File: config.mk
export PLATFORM = sky130hd
export DESIGN_NAME = fetch_unit
export DESIGN_NICKNAME = d
export VERILOG_FILES = /design/src/rtl/core_pkg.sv /design/src/rtl/fetch_fifo.sv /design/src/rtl/fetch_unit.sv
export SDC_FILE = /design/constraint.sdc
export NUM_CORES = 1
export LEC_CHECK = 0
export ABC_AREA = 1
export BUFFER_PORTS_ARGS = -buffer_cell sky130_fd_sc_hd__buf_2
export CAP_MARGIN = 20
export CORE_MARGIN = 2
export CORE_UTILIZATION = 25
export CTS_CLUSTER_SIZE = 10
export DETAILED_ROUTE_END_ITERATION = 8
export PLACE_DENSITY = 0.44
export REMOVE_ABC_BUFFERS = 1
export SLEW_MARGIN = 20
export SYNTH_ARGS = -nofsm -noshare
export SYNTH_HDL_FRONTEND = slang
export SYNTH_SLANG_ARGS = --single-unit
File: constraint.sdc
create_clock -name clk -period 12 [get_ports clk]
set_input_delay 3 -clock clk [delete_from_list [all_inputs] [get_ports clk]]
set_output_delay 3 -clock clk [all_outputs]
set_load 0.05 [all_outputs]
File: src/rtl/core_pkg.sv
// ============================================================================
// Module      : core_pkg
// Description : Shared core types for the fetch stage. Provides the NOP
//               instruction word, the fetch FSM state type and the entry
//               format stored in the fetch instruction buffer.
//               When FETCH_MISALIGN_EN is defined, each entry carries an
//               extra misaligned-redirect exception flag.
//               The default datapath width comes from `XLEN (32 when the
//               macro is not supplied).
// Revision    : 1.0 - initial release
// ============================================================================
`default_nettype none

`ifndef XLEN
`define XLEN 32
`endif

package core_pkg;

    // Width of the PC field stored in buffer entries. Any fetch_unit
    // instance must use the same XLEN.
    localparam int unsigned CORE_XLEN = `XLEN;

    // addi x0, x0, 0
    localparam logic [31:0] NOP_INST = 32'h0000_0013;

    typedef enum logic [0:0] {
        BOOT  = 1'b0,
        FETCH = 1'b1
    } fetch_state_e;

    typedef struct packed {
        logic [31:0]           inst;
        logic [CORE_XLEN-1:0]  pc;
`ifdef FETCH_MISALIGN_EN
        logic                  exc;
`endif
    } fetch_entry_t;

endpackage

`default_nettype wire

File: src/rtl/fetch_fifo.sv
// ============================================================================
// Module      : fetch_fifo
// Description : Synchronous in-order FIFO of fetch_entry_t, DEPTH entries.
//               Head entry is read straight from the storage registers, so a
//               push in cycle N is visible at the head in cycle N+1.
//               A flush empties the buffer; a push in the same cycle as a
//               flush becomes the only entry afterwards.
// Ports       : clk, rst_n (async, active-low)
//               push / push_data  - write one entry
//               pop               - drop the head entry (never while empty)
//               flush             - discard all entries
//               head              - current head entry
//               count             - number of valid entries
// Revision    : 1.0 - initial release
// ============================================================================
`default_nettype none

module fetch_fifo
    import core_pkg::*;
#(
    parameter int unsigned DEPTH = 2,
    parameter int unsigned CW    = $clog2(DEPTH + 1)
) (
    input  logic          clk,
    input  logic          rst_n,
    input  logic          push,
    input  fetch_entry_t  push_data,
    input  logic          pop,
    input  logic          flush,
    output fetch_entry_t  head,
    output logic [CW-1:0] count
);

    localparam int unsigned PW = (DEPTH > 1) ? $clog2(DEPTH) : 1;

    fetch_entry_t  r_mem [DEPTH];
    logic [PW-1:0] r_rd_ptr;
    logic [PW-1:0] r_wr_ptr;
    logic [CW-1:0] r_count;
    logic [PW-1:0] w_wr_idx;

    // A push during flush lands in slot 0, matching the rewound pointers.
    assign w_wr_idx = flush ? '0 : r_wr_ptr;

    always_ff @(posedge clk or negedge rst_n) begin
        if (!rst_n) begin
            r_rd_ptr <= '0;
            r_wr_ptr <= '0;
            r_count  <= '0;
        end else if (flush) begin
            r_rd_ptr <= '0;
            r_wr_ptr <= push ? PW'(1) : '0;
            r_count  <= push ? CW'(1) : '0;
        end else begin
            if (push) begin
                r_wr_ptr <= r_wr_ptr + 1'b1;
            end
            if (pop) begin
                r_rd_ptr <= r_rd_ptr + 1'b1;
            end
            case ({push, pop})
                2'b10:   r_count <= r_count + 1'b1;
                2'b01:   r_count <= r_count - 1'b1;
                default: r_count <= r_count;
            endcase
        end
    end

    // Storage needs no reset: contents are only observed while count > 0.
    always_ff @(posedge clk) begin
        if (push) begin
            r_mem[w_wr_idx] <= push_data;
        end
    end

    assign head  = r_mem[r_rd_ptr];
    assign count = r_count;

    a_no_push_full : assert property (@(posedge clk) disable iff (!rst_n)
        !(push && !flush && (r_count == CW'(DEPTH))));

    a_no_pop_empty : assert property (@(posedge clk) disable iff (!rst_n)
        !(pop && !flush && (r_count == '0)));

endmodule

`default_nettype wire

File: src/rtl/fetch_unit.sv
// ============================================================================
// Module      : fetch_unit
// Description : Instruction fetch stage. Generates word-aligned PCs, issues
//               reads on the instruction-memory port with a credit limit of
//               FIFO_DEPTH (buffered + outstanding), buffers in-order
//               responses and presents (inst, inst_pc) to decode over a
//               valid/ready handshake. A redirect flushes the buffer and
//               marks every still-outstanding read for discard.
// Parameters  : XLEN (datapath width), RESET_PC, FIFO_DEPTH (power of 2, >=2)
// Ports       : clk, rst_n (async, active-low)
//               imem_req/imem_addr/imem_gnt     - request channel
//               imem_rvalid/imem_rdata          - in-order response channel
//               redirect/redirect_pc            - flush and restart
//               inst_valid/inst_ready/inst/inst_pc - decode handshake
//               inst_exc_misalign               - only with FETCH_MISALIGN_EN
// Config      : FETCH_MISALIGN_EN - a misaligned redirect target yields one
//               NOP entry flagged as an exception and parks fetch until the
//               next redirect. Without it, redirect_pc[1:0] is ignored.
// Revision    : 1.0 - initial release
// ============================================================================
`default_nettype none

module fetch_unit
    import core_pkg::*;
#(
    parameter int unsigned     XLEN       = `XLEN,
    parameter logic [XLEN-1:0] RESET_PC   = '0,
    parameter int unsigned     FIFO_DEPTH = 2
) (
    input  logic            clk,
    input  logic            rst_n,
    output logic            imem_req,
    output logic [XLEN-1:0] imem_addr,
    input  logic            imem_gnt,
    input  logic            imem_rvalid,
    input  logic [31:0]     imem_rdata,
    input  logic            redirect,
    input  logic [XLEN-1:0] redirect_pc,
    output logic            inst_valid,
    input  logic            inst_ready,
    output logic [31:0]     inst,
`ifdef FETCH_MISALIGN_EN
    output logic            inst_exc_misalign,
`endif
    output logic [XLEN-1:0] inst_pc
);

    localparam int unsigned CW      = $clog2(FIFO_DEPTH + 1);
    localparam logic [CW:0] C_DEPTH = (CW + 1)'(FIFO_DEPTH);
    localparam logic [XLEN-1:0] C_STEP = XLEN'(4);

    fetch_state_e    r_state;
    logic [XLEN-1:0] r_fetch_pc;
    logic [XLEN-1:0] r_resp_pc;
    logic [CW-1:0]   r_outstanding;
    logic [CW-1:0]   r_discard;
    logic [31:0]     r_last_inst;
    logic [XLEN-1:0] r_last_pc;

    logic [CW-1:0]   w_fifo_count;
    fetch_entry_t    w_head;
    fetch_entry_t    w_push_data;
    logic            w_push;
    logic            w_pop;
    logic            w_fifo_empty;
    logic [CW:0]     w_credit;
    logic            w_idle;
    logic            w_req;
    logic            w_gnt_hs;
    logic            w_rsp;
    logic            w_keep;
    logic [CW-1:0]   w_out_next;
    logic [XLEN-1:0] w_target;

    assign w_target = {redirect_pc[XLEN-1:2], 2'b00};

`ifdef FETCH_MISALIGN_EN
    logic r_idle;
    logic w_misalign;

    assign w_misalign = redirect && (redirect_pc[1:0] != 2'b00);
    assign w_idle     = r_idle;

    // Misaligned target parks fetch; an aligned redirect wakes it up.
    always_ff @(posedge clk or negedge rst_n) begin
        if (!rst_n) begin
            r_idle <= 1'b0;
        end else if (redirect) begin
            r_idle <= w_misalign;
        end
    end
`else
    logic w_unused_low_bits;

    assign w_unused_low_bits = ^redirect_pc[1:0];
    assign w_idle            = 1'b0;
`endif

    // ------------------------------------------------------------------
    // Request side. Buffered entries and in-flight reads share the same
    // credit pool, so a response can always be pushed without a full check.
    // Since the pool only shrinks through a grant, a raised request stays
    // raised (with a stable address) until granted or withdrawn by redirect.
    // ------------------------------------------------------------------
    assign w_credit = {1'b0, w_fifo_count} + {1'b0, r_outstanding};
    assign w_req    = (r_state == FETCH) && !w_idle && (w_credit < C_DEPTH) && !redirect;
    assign w_gnt_hs = w_req && imem_gnt;

    assign imem_req  = w_req;
    assign imem_addr = r_fetch_pc;

    // ------------------------------------------------------------------
    // Response side. Stray responses (nothing outstanding) are ignored.
    // Responses are dropped while discard credits remain or when they
    // coincide with a redirect.
    // ------------------------------------------------------------------
    assign w_rsp  = imem_rvalid && (r_outstanding != '0);
    assign w_keep = w_rsp && (r_discard == '0) && !redirect;

    always_comb begin
        w_out_next = r_outstanding;
        if (w_gnt_hs) begin
            w_out_next = w_out_next + 1'b1;
        end
        if (w_rsp) begin
            w_out_next = w_out_next - 1'b1;
        end
    end

    always_comb begin
        w_push_data.inst = imem_rdata;
        w_push_data.pc   = r_resp_pc;
        w_push            = w_keep;
`ifdef FETCH_MISALIGN_EN
        w_push_data.exc  = 1'b0;
        if (w_misalign) begin
            w_push_data.inst = NOP_INST;
            w_push_data.pc   = redirect_pc;
            w_push_data.exc  = 1'b1;
            w_push           = 1'b1;
        end
`endif
    end

    // ------------------------------------------------------------------
    // FSM and counters
    // ------------------------------------------------------------------
    always_ff @(posedge clk or negedge rst_n) begin
        if (!rst_n) begin
            r_state       <= BOOT;
            r_fetch_pc    <= RESET_PC;
            r_resp_pc     <= RESET_PC;
            r_outstanding <= '0;
            r_discard     <= '0;
        end else begin
            case (r_state)
                BOOT:    r_state <= FETCH;
                FETCH:   r_state <= FETCH;
                default: r_state <= BOOT;
            endcase

            r_outstanding <= w_out_next;

            if (redirect) begin
                r_fetch_pc <= w_target;
                r_resp_pc  <= w_target;
                // Everything still in flight after this cycle is stale.
                r_discard  <= w_out_next;
            end else begin
                if (w_gnt_hs) begin
                    r_fetch_pc <= r_fetch_pc + C_STEP;
                end
                if (w_keep) begin
                    r_resp_pc <= r_resp_pc + C_STEP;
                end
                if (w_rsp && (r_discard != '0)) begin
                    r_discard <= r_discard - 1'b1;
                end
            end
        end
    end

    // ------------------------------------------------------------------
    // Instruction buffer and decode interface
    // ------------------------------------------------------------------
    fetch_fifo #(
        .DEPTH (FIFO_DEPTH),
        .CW    (CW)
    ) u_fifo (
        .clk       (clk),
        .rst_n     (rst_n),
        .push      (w_push),
        .push_data (w_push_data),
        .pop       (w_pop),
        .flush     (redirect),
        .head      (w_head),
        .count     (w_fifo_count)
    );

    assign w_fifo_empty = (w_fifo_count == '0);
    assign inst_valid   = !w_fifo_empty;
    assign w_pop        = inst_valid && inst_ready;

    // With the buffer empty, decode keeps seeing the last consumed word.
    always_ff @(posedge clk or negedge rst_n) begin
        if (!rst_n) begin
            r_last_inst <= NOP_INST;
            r_last_pc   <= '0;
        end else if (w_pop) begin
            r_last_inst <= w_head.inst;
            r_last_pc   <= w_head.pc;
        end
    end

    assign inst    = w_fifo_empty ? r_last_inst : w_head.inst;
    assign inst_pc = w_fifo_empty ? r_last_pc   : w_head.pc;

`ifdef FETCH_MISALIGN_EN
    assign inst_exc_misalign = !w_fifo_empty && w_head.exc;
`endif

    a_rvalid_expected : assert property (@(posedge clk) disable iff (!rst_n)
        !(imem_rvalid && (r_outstanding == '0)));

endmodule

`default_nettype wire

# Word level (Yosys, flattened, before mapping)
# Memories as Yosys holds them, arrays and structs flattened.
# Cells that the tools add are included.
# op_classes
n_reduce_logical	19
magnitude_cmp	1
n_mux	20
eq_ne	2
addsub	10
# ops
cell	count
32-bit 2-to-1 mux	6
32-bit by 3-bit adder with 32-bit output (second input constant)	2
2-bit nonzero test	6
2-bit 2-to-1 mux	5
1-bit logical AND	8
1-bit 2-to-1 mux	8
2-bit by 1-bit subtractor with 2-bit output (second input constant)	3
2-bit by 1-bit adder with 2-bit output (second input constant)	2
2-bit logical NOT	2
2-bit one-hot mux with 2 select lines	1
2-bit by 2-bit adder with 3-bit output	1
3-bit by 2-bit less-than comparator with 1-bit output (second input constant)	1
3-bit nonzero test	1
1-bit adder (second input constant)	2
2-bit by 1-bit equality test with 1-bit output (second input constant)	1
2-bit equality test (second input constant)	1
1-bit logical NOT	2
# totals
in_bits	70
mem_bits_rw	128
memories	1
register_bits	137
word_cells	63
# memory_table
memory	words	word_bits	read_ports	rd_ports_with_merged_regs	write_ports	line_no	source
u_fifo.r_mem	2	64	1	0	1	fetch_fifo.sv:36	fetch_entry_t r_mem [DEPTH];

# Logic depth before layout (Yosys ltp)
# Gate-level depths: netlist of run 1.
# logic_depth
depth_word	9
ltp_mapped	11

# By module
# Synthesis of run 1 repeated with hierarchy kept, for this count alone.
# hier_totals
cells_unflattened	1338
hier_area_um2	12618.4
# by_module_without_submodules
module	area_per_inst_um2	cells_each	instances	seq_area_each_um2
fetch_unit	7646.1	1113	1	3231.8
fetch_fifo	4972.3	225	1	3943.8

# Worst setup path before layout of run 1
# Ideal clock, no wire load.
# synth_path
kind	input -> output
start	input redirect
end	output imem_req
slack_ps	4064
required_ps	9000
cell_stages	4
arrival_ps	4936
cell_sequence	buf_6 -> clkbuf_1 -> buf_2 -> nor4_1
# synth_via
elab_chain_len	2
# synth_rtl
item	line_no	source
start: declaration	fetch_unit.sv:37	input logic redirect,
1-bit logical NOT	fetch_unit.sv:106	assign w_req = (r_state == FETCH) && !w_idle && (w_credit < C_DEPTH) && !redirect;
1-bit logical AND	fetch_unit.sv:106	
end: declaration	fetch_unit.sv:32	output logic imem_req,
# Every way passes these cells.

# Worst setup path in the final report of run 1
# Same ends and word-level chain as after synthesis.

==> summary.txt, run 1 <==
Power and ir drop
  • Peak supply drop: 0.103 mV
  • Total power draw: 3.33 mW
  • Pwr Density: 228 nW/um2
  • Static Leakage: 6.27 nW

Route
  • Metal-1 WL: 16900 um
  • Iter 0 DRT Violations: 539
  • Via count: 9771
  • Met2 routed WL: 14800 um
  • Vias/cell: 4.27
  • Routed wl met3: 1850 um
  • DRC violations left: 0
  • Final ANT Viol Nets: 0
  • Drt wl/cell: 15.0 um
  • DRT Pass-1 Iters: 5
  • Detailed-route wire length: 34200 um
  • Highest Signal Layer: met5

Global routing
  • Largest net degree at the start of global routing: 97
  • Gr usage total: 13.5%
  • Initial antenna violation count: 1
  • First-pass GRT wire length: 53200 um
  • GR Overflow Total: 0
  • Number of global-route vias before repair: 9293

Flow run
  • Maxcap violations: 0

Logic synthesis
  • Post-synthesis sequential area ratio: 56.9%
  • Post-synth cell types: 39
  • Synth Register Bits: 255
  • Synthesized instance count: 1458
  • Syn Area/Cell: 8.44 um2
  • Synth Warn #: 0
  • Synthesized area: 12300 um2

Cells and area
  • Syn-to-layout area delta: 18.7%
  • Most frequent cells in the layout: 582 x nand2_1, 160 x buf_2, 151 x o21ai_0, 134 x inv_1, 127 x dfrtp_1
  • Share of layout cells above drive strength 1: 14.5%
  • Final nets: 1678
  • Non-filler instance count after layout: 2289
  • Commonest non-fill, non-tap cell in the layout: nand2_1
  • Fin util: 30.0%

Place
  • Setup WS pre-CTS: 4910 ps
  • DP Wirelength: 22300 um
  • Cells after DPL: 2234
  • IO Port Bufs: 161
  • Placer Congestion: 0.855

Min path
  • Hold_sp: r_resp_pc[31]
  • Hold Path End: u_fifo.r_mem[1][31]
  • WHS Path Cells: 0
  • Tightest Hold Check Type: register to register

Worst setup path
  • Startpoint types: primary input
  • WP data required: 9000 ps
  • Worst Path Arrival: 4030 ps
  • Critical path class: primary input to primary output
  • Crit end category: primary output
  • Worst path cell trace: buf_2, buf_4, nor4_1, buf_2
  • Crit-path max FO: 42
  • Worst path most repeated cell: buf_2
  • Reg2Reg Setup Slack: 8150 ps
  • CP bufs+invs: 3
  • Crit path largest cell delay: 330 ps
  • Reg2reg start: r_outstanding[0]
  • R2r endpoint: u_fifo.r_mem[0][56]
  • Crit-path leading delay family: buffers and inverters
  • Critical path startpoint: redirect
  • Critical Path Slowest Stage Cell: buf_2
  • R2R depth: 8

STA
  • Slew Limit Fails: 0
  • Clk_skew: 18.0 ps
  • Unrepaired setup endpoints after global routing: false
  • Tcrit/Tclk final: 58.6%
  • Fin crit period: 7030 ps
  • Setup violations, final: 0
  • Final hold violation count: 0
  • Measured slew at the worst slew-check pin: 981 ps
  • Setup WS post-layout: 4970 ps
  • Setup_tns: 0 ps
  • Max Clock Freq: 0.142 GHz
  • Relative slew slack: 34.6%

Floorplanning
  • Ports: 168
  • Row count: 81
  • Chip Height: 226 um
  • Initial core utilization: 25.2%
  • Core Region: 48700 um2
  • Die ar.: 51000 um2
  • Die width: 226 um

Clocking
  • Setup repair bufs after CTS: 0
  • H-tree depth: 1
  • Worst-path clk slew: 60 ps
  • CTS Buf Count: 31
  • Worst skew pair latency: 570 ps
  • CTS Hold Bufs: 0
  • Root Buffer: clkbuf_16
  • Post_cts resized: 0
  • Sinks on the clock net: 255
  • Max clock buf depth: 3
  • CTS tree: yes

Outcome
  • Status: complete, no violations
through the flow:
stage	area, um2	hold WS, ps
4_1_cts	14600	496
2_1_floorplan	12000	442
6_report	14600	488
3_3_place_gp	13700	478
5_1_grt	14600	514
3_5_place_dp	13700	483
metal layers:
layer	GRT usage, %	vias to the layer above
met2	21.1	224
met4	3.35	2
met5	0	-
met3	2.21	52
met1	19.3	4527
li1	-	4966
how the worst max path moves through the flow:
stage,end,slack [ps],cells past startpoint
2_1_floorplan,imem_req,4550,1
3_3_place_gp,imem_req,4910,4
5_1_grt,imem_req,4870,4
3_5_place_dp,imem_req,4910,4
6_report,imem_req,4970,4
4_1_cts,imem_req,4910,4
state kept, by name, indices dropped and copies added (netlist names):
register,flops
u_fifo.r_wr_ptr,1
r_resp_pc,30
u_fifo.r_mem,124
imem_addr,30
r_last_pc,30
r_outstanding,2
u_fifo.r_rd_ptr,1
r_state,1
r_discard,2
r_last_inst,32
u_fifo.count,2
worst register-to-register path, stage by stage, from the launching register on:
cell	delay, ps
dfrtp_1	370
inv_1	70
ha_1	220
nor2_4	170
nand2_1	220
nor2_2	800
inv_1	350
nor2_4	540
buf_4	700
kinds of logic (layout without fill, tap and decap cells):
logic type,Yosys count,in the layout,share of synthesized area (%)
buffers and inverters,200,363,6.78
other,2,6,0.0610
flip-flops,255,255,56.9
XOR/XNOR,26,26,1.85
adder cells (fa/ha/maj),5,5,0.569
AND/OR/NAND/NOR,772,772,25.3
AO/OA/AOI/OAI,198,198,8.53
final cells by class:
| cell class | count | area (um2) |
|---|---|---|
| antenna | 1 | 2.50 |
| fill | 5147 | 34100 |
| clock buffer | 47 | 836 |
| clock inverter | 7 | 32.5 |
| multi-input combinational | 1006 | 4490 |
| tap | 664 | 831 |
| inverter | 139 | 526 |
| sequential | 255 | 7010 |
| timing repair buffer | 170 | 880 |
cells in the mapped netlist (all sizes together):
library cell	count	area [um2]
nand2	584	2200
and2	1	6.26
nand4	5	31.3
o21bai	5	41.3
dfstp	3	78.8
o221ai	3	26.3
nor3b	1	7.51
o21ai	157	786
ha	4	50.1
nand3	59	320
nor3	9	45.0
fa	1	20.0
a21oi	18	90.1
nor2	103	432
clkbuf	27	101
conb	2	7.51
inv	139	522
edfxtp	124	3720
o211ai	9	67.6
a31oi	5	31.3
o31ai	1	7.51
nor4	1	6.26
xnor2	3	26.3
or2	2	12.5
nand3b	7	52.6
buf	34	211
xor2	23	201
dfrtp	128	3200
power breakdown:
group	total [mW]	switching (mW)	leakage (nW)	internal [mW]
clock network	0.833	0.360	0.424	0.473
logic	1.28	0.995	3.15	0.281
registers	1.22	0.108	2.69	1.11
(Power assumes the default switching activity.)
==> run 2: changes to the inputs <==
- ABC_AREA: 1 -> 0
- clock period: 12 -> 7.1 ns (I/O delays scaled with it)
==> run 2 against run 1 <==
- synthesized cell count fell by 31%
- count of clock-buffer cells in the layout is 5 higher
- global-route usage down 0.067 points
- non-clock buffer count grew 3
- cell area down 5.6%
- critical path type is now register to primary output
- largest power group unchanged
- highest routed layer unchanged
==> summary.txt, run 2 <==
Logic synthesis
  • Most common cell in the netlist: dfrtp_1
  • Synth area leader: edfxtp_1
  • Syn Area/Cell: 11.3 um2 (+34%)
  • Synth Warn #: 0 (unchanged)
  • Ys async rst share: 51.4% (unchanged)
  • Synth Register Bits: 255 (unchanged)
  • Synthesized area: 11300 um2 (-8.0%)
  • Post-synthesis sequential area ratio: 61.9% (+4.9 points)
  • Post-synth EDFFs: 124 (unchanged)
  • Synthesized instance count: 1004 (-31%)
  • Post-synth cell types: 55 (+41%)
  • Top_reg_cell synth: dfrtp_1
  • Post-synth top cells: 128 x dfrtp_1, 124 x edfxtp_1, 104 x nand2_1
  • Largest cells by area after synthesis: edfxtp_1 33%, dfrtp_1 28%, mux2i_1 5.8%
  • Top cell type's share of synthesized area: 32.9% (+2.6 points)

STA
  • Setup_tns: 0 ps (unchanged)
  • Final hold violation count: 0 (unchanged)
  • Tcrit/Tclk final: 66.8%
  • Clk_skew: 16.8 ps (-1.24 ps)
  • Unrepaired setup endpoints after global routing: false
  • Relative slew slack: 32.0% (-2.6 points)
  • Fin crit period: 4750 ps
  • Max Clock Freq: 0.211 GHz
  • Setup WS post-layout: 2350 ps (-2620 ps)
  • Slew Limit Fails: 0 (unchanged)
  • Measured slew at the worst slew-check pin: 1020 ps (+40.0 ps)
  • Setup violations, final: 0 (unchanged)

Global routing
  • Gr usage total: 13.4% (-0.067 points)
  • Number of global-route vias before repair: 8046 (-13%)
  • Initial antenna violation count: 1 (unchanged)
  • GR Overflow Total: 0 (unchanged)
  • Largest net degree at the start of global routing: 76 (-22%)
  • First-pass GRT wire length: 48700 um (-8.4%)

Route
  • DRC violations left: 0 (unchanged)
  • Iter 0 DRT Violations: 514 (-4.6%)
  • Via count: 8220 (-16%)
  • Drt wl/cell: 17.8 um (+19%)
  • Final ANT Viol Nets: 0 (unchanged)
  • DRT Pass-1 Iters: 4 (-1)
  • Vias/cell: 4.65 (+9.0%)
  • Detailed-route wire length: 31500 um (-8.2%)

Cells and area
  • Fillcell total: 4605 (-11%)
  • Syn-to-layout area delta: 21.8%
  • Design Area, Final: 13800 um2 (-5.6%)
  • Max reg flops: 124 (unchanged)
  • Fin util: 31.0% (+1.0 points)
  • Share of layout cells above drive strength 1: 20.0% (+5.5 points)
  • Biggest register: u_fifo.r_mem
  • Largest regs: u_fifo.r_mem (124), r_last_inst (32)
  • Most frequent cells in the layout: 160 x buf_2, 127 x dfrtp_1, 124 x edfxtp_1, 104 x nand2_1, 92 x nor2_1
  • Commonest non-fill, non-tap cell in the layout: buf_2
  • Final nets: 1226 (-27%)
  • Diode count: 0 (-1)

Clocking
  • Worst skew pair latency: 530 ps (-40 ps)
  • Post_cts resized: 0 (unchanged)
  • CTS Buf Count: 34 (+9.7%)
  • Sinks on the clock net: 255 (unchanged)
  • Max clock buf depth: 3 (unchanged)
  • Setup repair bufs after CTS: 0 (unchanged)
  • Root Buffer: clkbuf_16
  • H-tree depth: 2 (+1)
  • CTS tree: yes
  • CTS Hold Bufs: 0 (unchanged)
  • Worst-path clk slew: 50 ps (about the same)

Worst setup path
  • Crit end category: primary output
  • Worst Path Arrival: 2970 ps (-1060 ps)
  • Critical path class: register to primary output
  • Crit-path max FO: 75 (+79%)
  • WP data required: 5330 ps (-3670 ps)
  • Startpoint types: register

Floorplanning
  • Ports: 168 (unchanged)
  • Row count: 77 (-4.9%)
  • Core Region: 44500 um2 (-8.7%)
  • Chip Height: 217 um (-4.0%)
  • Initial core utilization: 25.4% (+0.20 points)
  • Die width: 217 um (-4.0%)
  • Die ar.: 47000 um2 (-7.8%)

Place
  • DP Wirelength: 20300 um (-8.8%)
  • Setup WS pre-CTS: 2840 ps (-2070 ps)
  • Placer Congestion: 0.793 (-7.3%)
  • IO Port Bufs: 161 (unchanged)
  • Placed inst area: 12700 um2 (-7.3%)

Min path
  • Tightest Hold Check Type: register to register

Power and ir drop
  • Peak supply drop: 0.213 mV (+110%)
  • Pwr Density: 430 nW/um2 (+89%)
  • Static Leakage: 5.25 nW (-16%)

Flow run
  • Maxcap violations: 0 (unchanged)

Outcome
  • Status: complete, no violations
==> run 2: cell types whose count changed after synthesis, moves of 20 or more <==
cell	previous run	this run
a21oi_1	18	71
inv_1	134	14
mux2i_1	0	66
nand2_1	582	104
nand3_1	54	25
o21ai_0	151	79
or4_1	0	20
xor2_1	23	2
==> run 2: critical path, stage by stage, from the launching register on <==
cell	delay, ps
dfrtp_1	490
or2_4	560
buf_4	740
nor2_1	80
a21oi_1	210
buf_2	300
==> run 2: final cells by class <==
type	count	area, um2	area share [%]
inverters	14	52.6	0.381
clock buffers	52	950	6.88
clock inverters	8	98.8	0.717
flip-flops and latches	255	7010	50.8
repair buffers	173	902	6.54
multi-input cells	673	4040	29.3
well taps	592	741	5.37
==> run 2: per-stage QoR <==
stage / hold slack [ps] / std cells / total power [mW]
6_report: 477 / 1767 / 5.93
5_1_grt: 501 / 1767 / 6.29
4_1_cts: 482 / 1767 / 6.04
3_5_place_dp: 471 / 1707 / 4.36
3_3_place_gp: 462 / 1707 / 4.33
2_1_floorplan: 451 / 942 / 3.76
==> run 2: power breakdown <==
group / total [mW] / internal [mW] / switching (mW)
clock: 1.63 / 0.995 / 0.640
combinational: 2.24 / 0.540 / 1.70
sequential: 2.06 / 1.85 / 0.207
==> run 2: metal layers <==
metal | track usage, % | vias up | routed length, um
li1 | - | 4002 | -
met1 | 18.6 | 3971 | 14900
met2 | 20.7 | 205 | 14100
met3 | 3.47 | 40 | 1820
met4 | 3.58 | 2 | 571
met5 | 0 | - | 11
==> run 2: cell families after synthesis <==
kind of cell	synth area share, %
other cells	0.0663
xor+xnor	1.55
mux	6.03
simple gates	15.4
fa+ha+maj	0.619
flops	61.9
compound gates	11.7
buf+inv	2.82
==> run 2: final timing paths <==
path	end	slack [ps]	cells after the start	start
worst max-delay path	inst[29]	2350	5	u_fifo.count[0]
worst min-delay path	r_last_inst[14]	480	2	r_last_inst[14]
worst max register to register	r_discard[1]	4020	7	u_fifo.count[0]
worst min register to register	r_last_inst[14]	480	2	r_last_inst[14]
max in group asynchronous	u_fifo.r_wr_ptr	4770	2	rst_n
min in group asynchronous	r_last_inst[5]	1200	1	rst_n
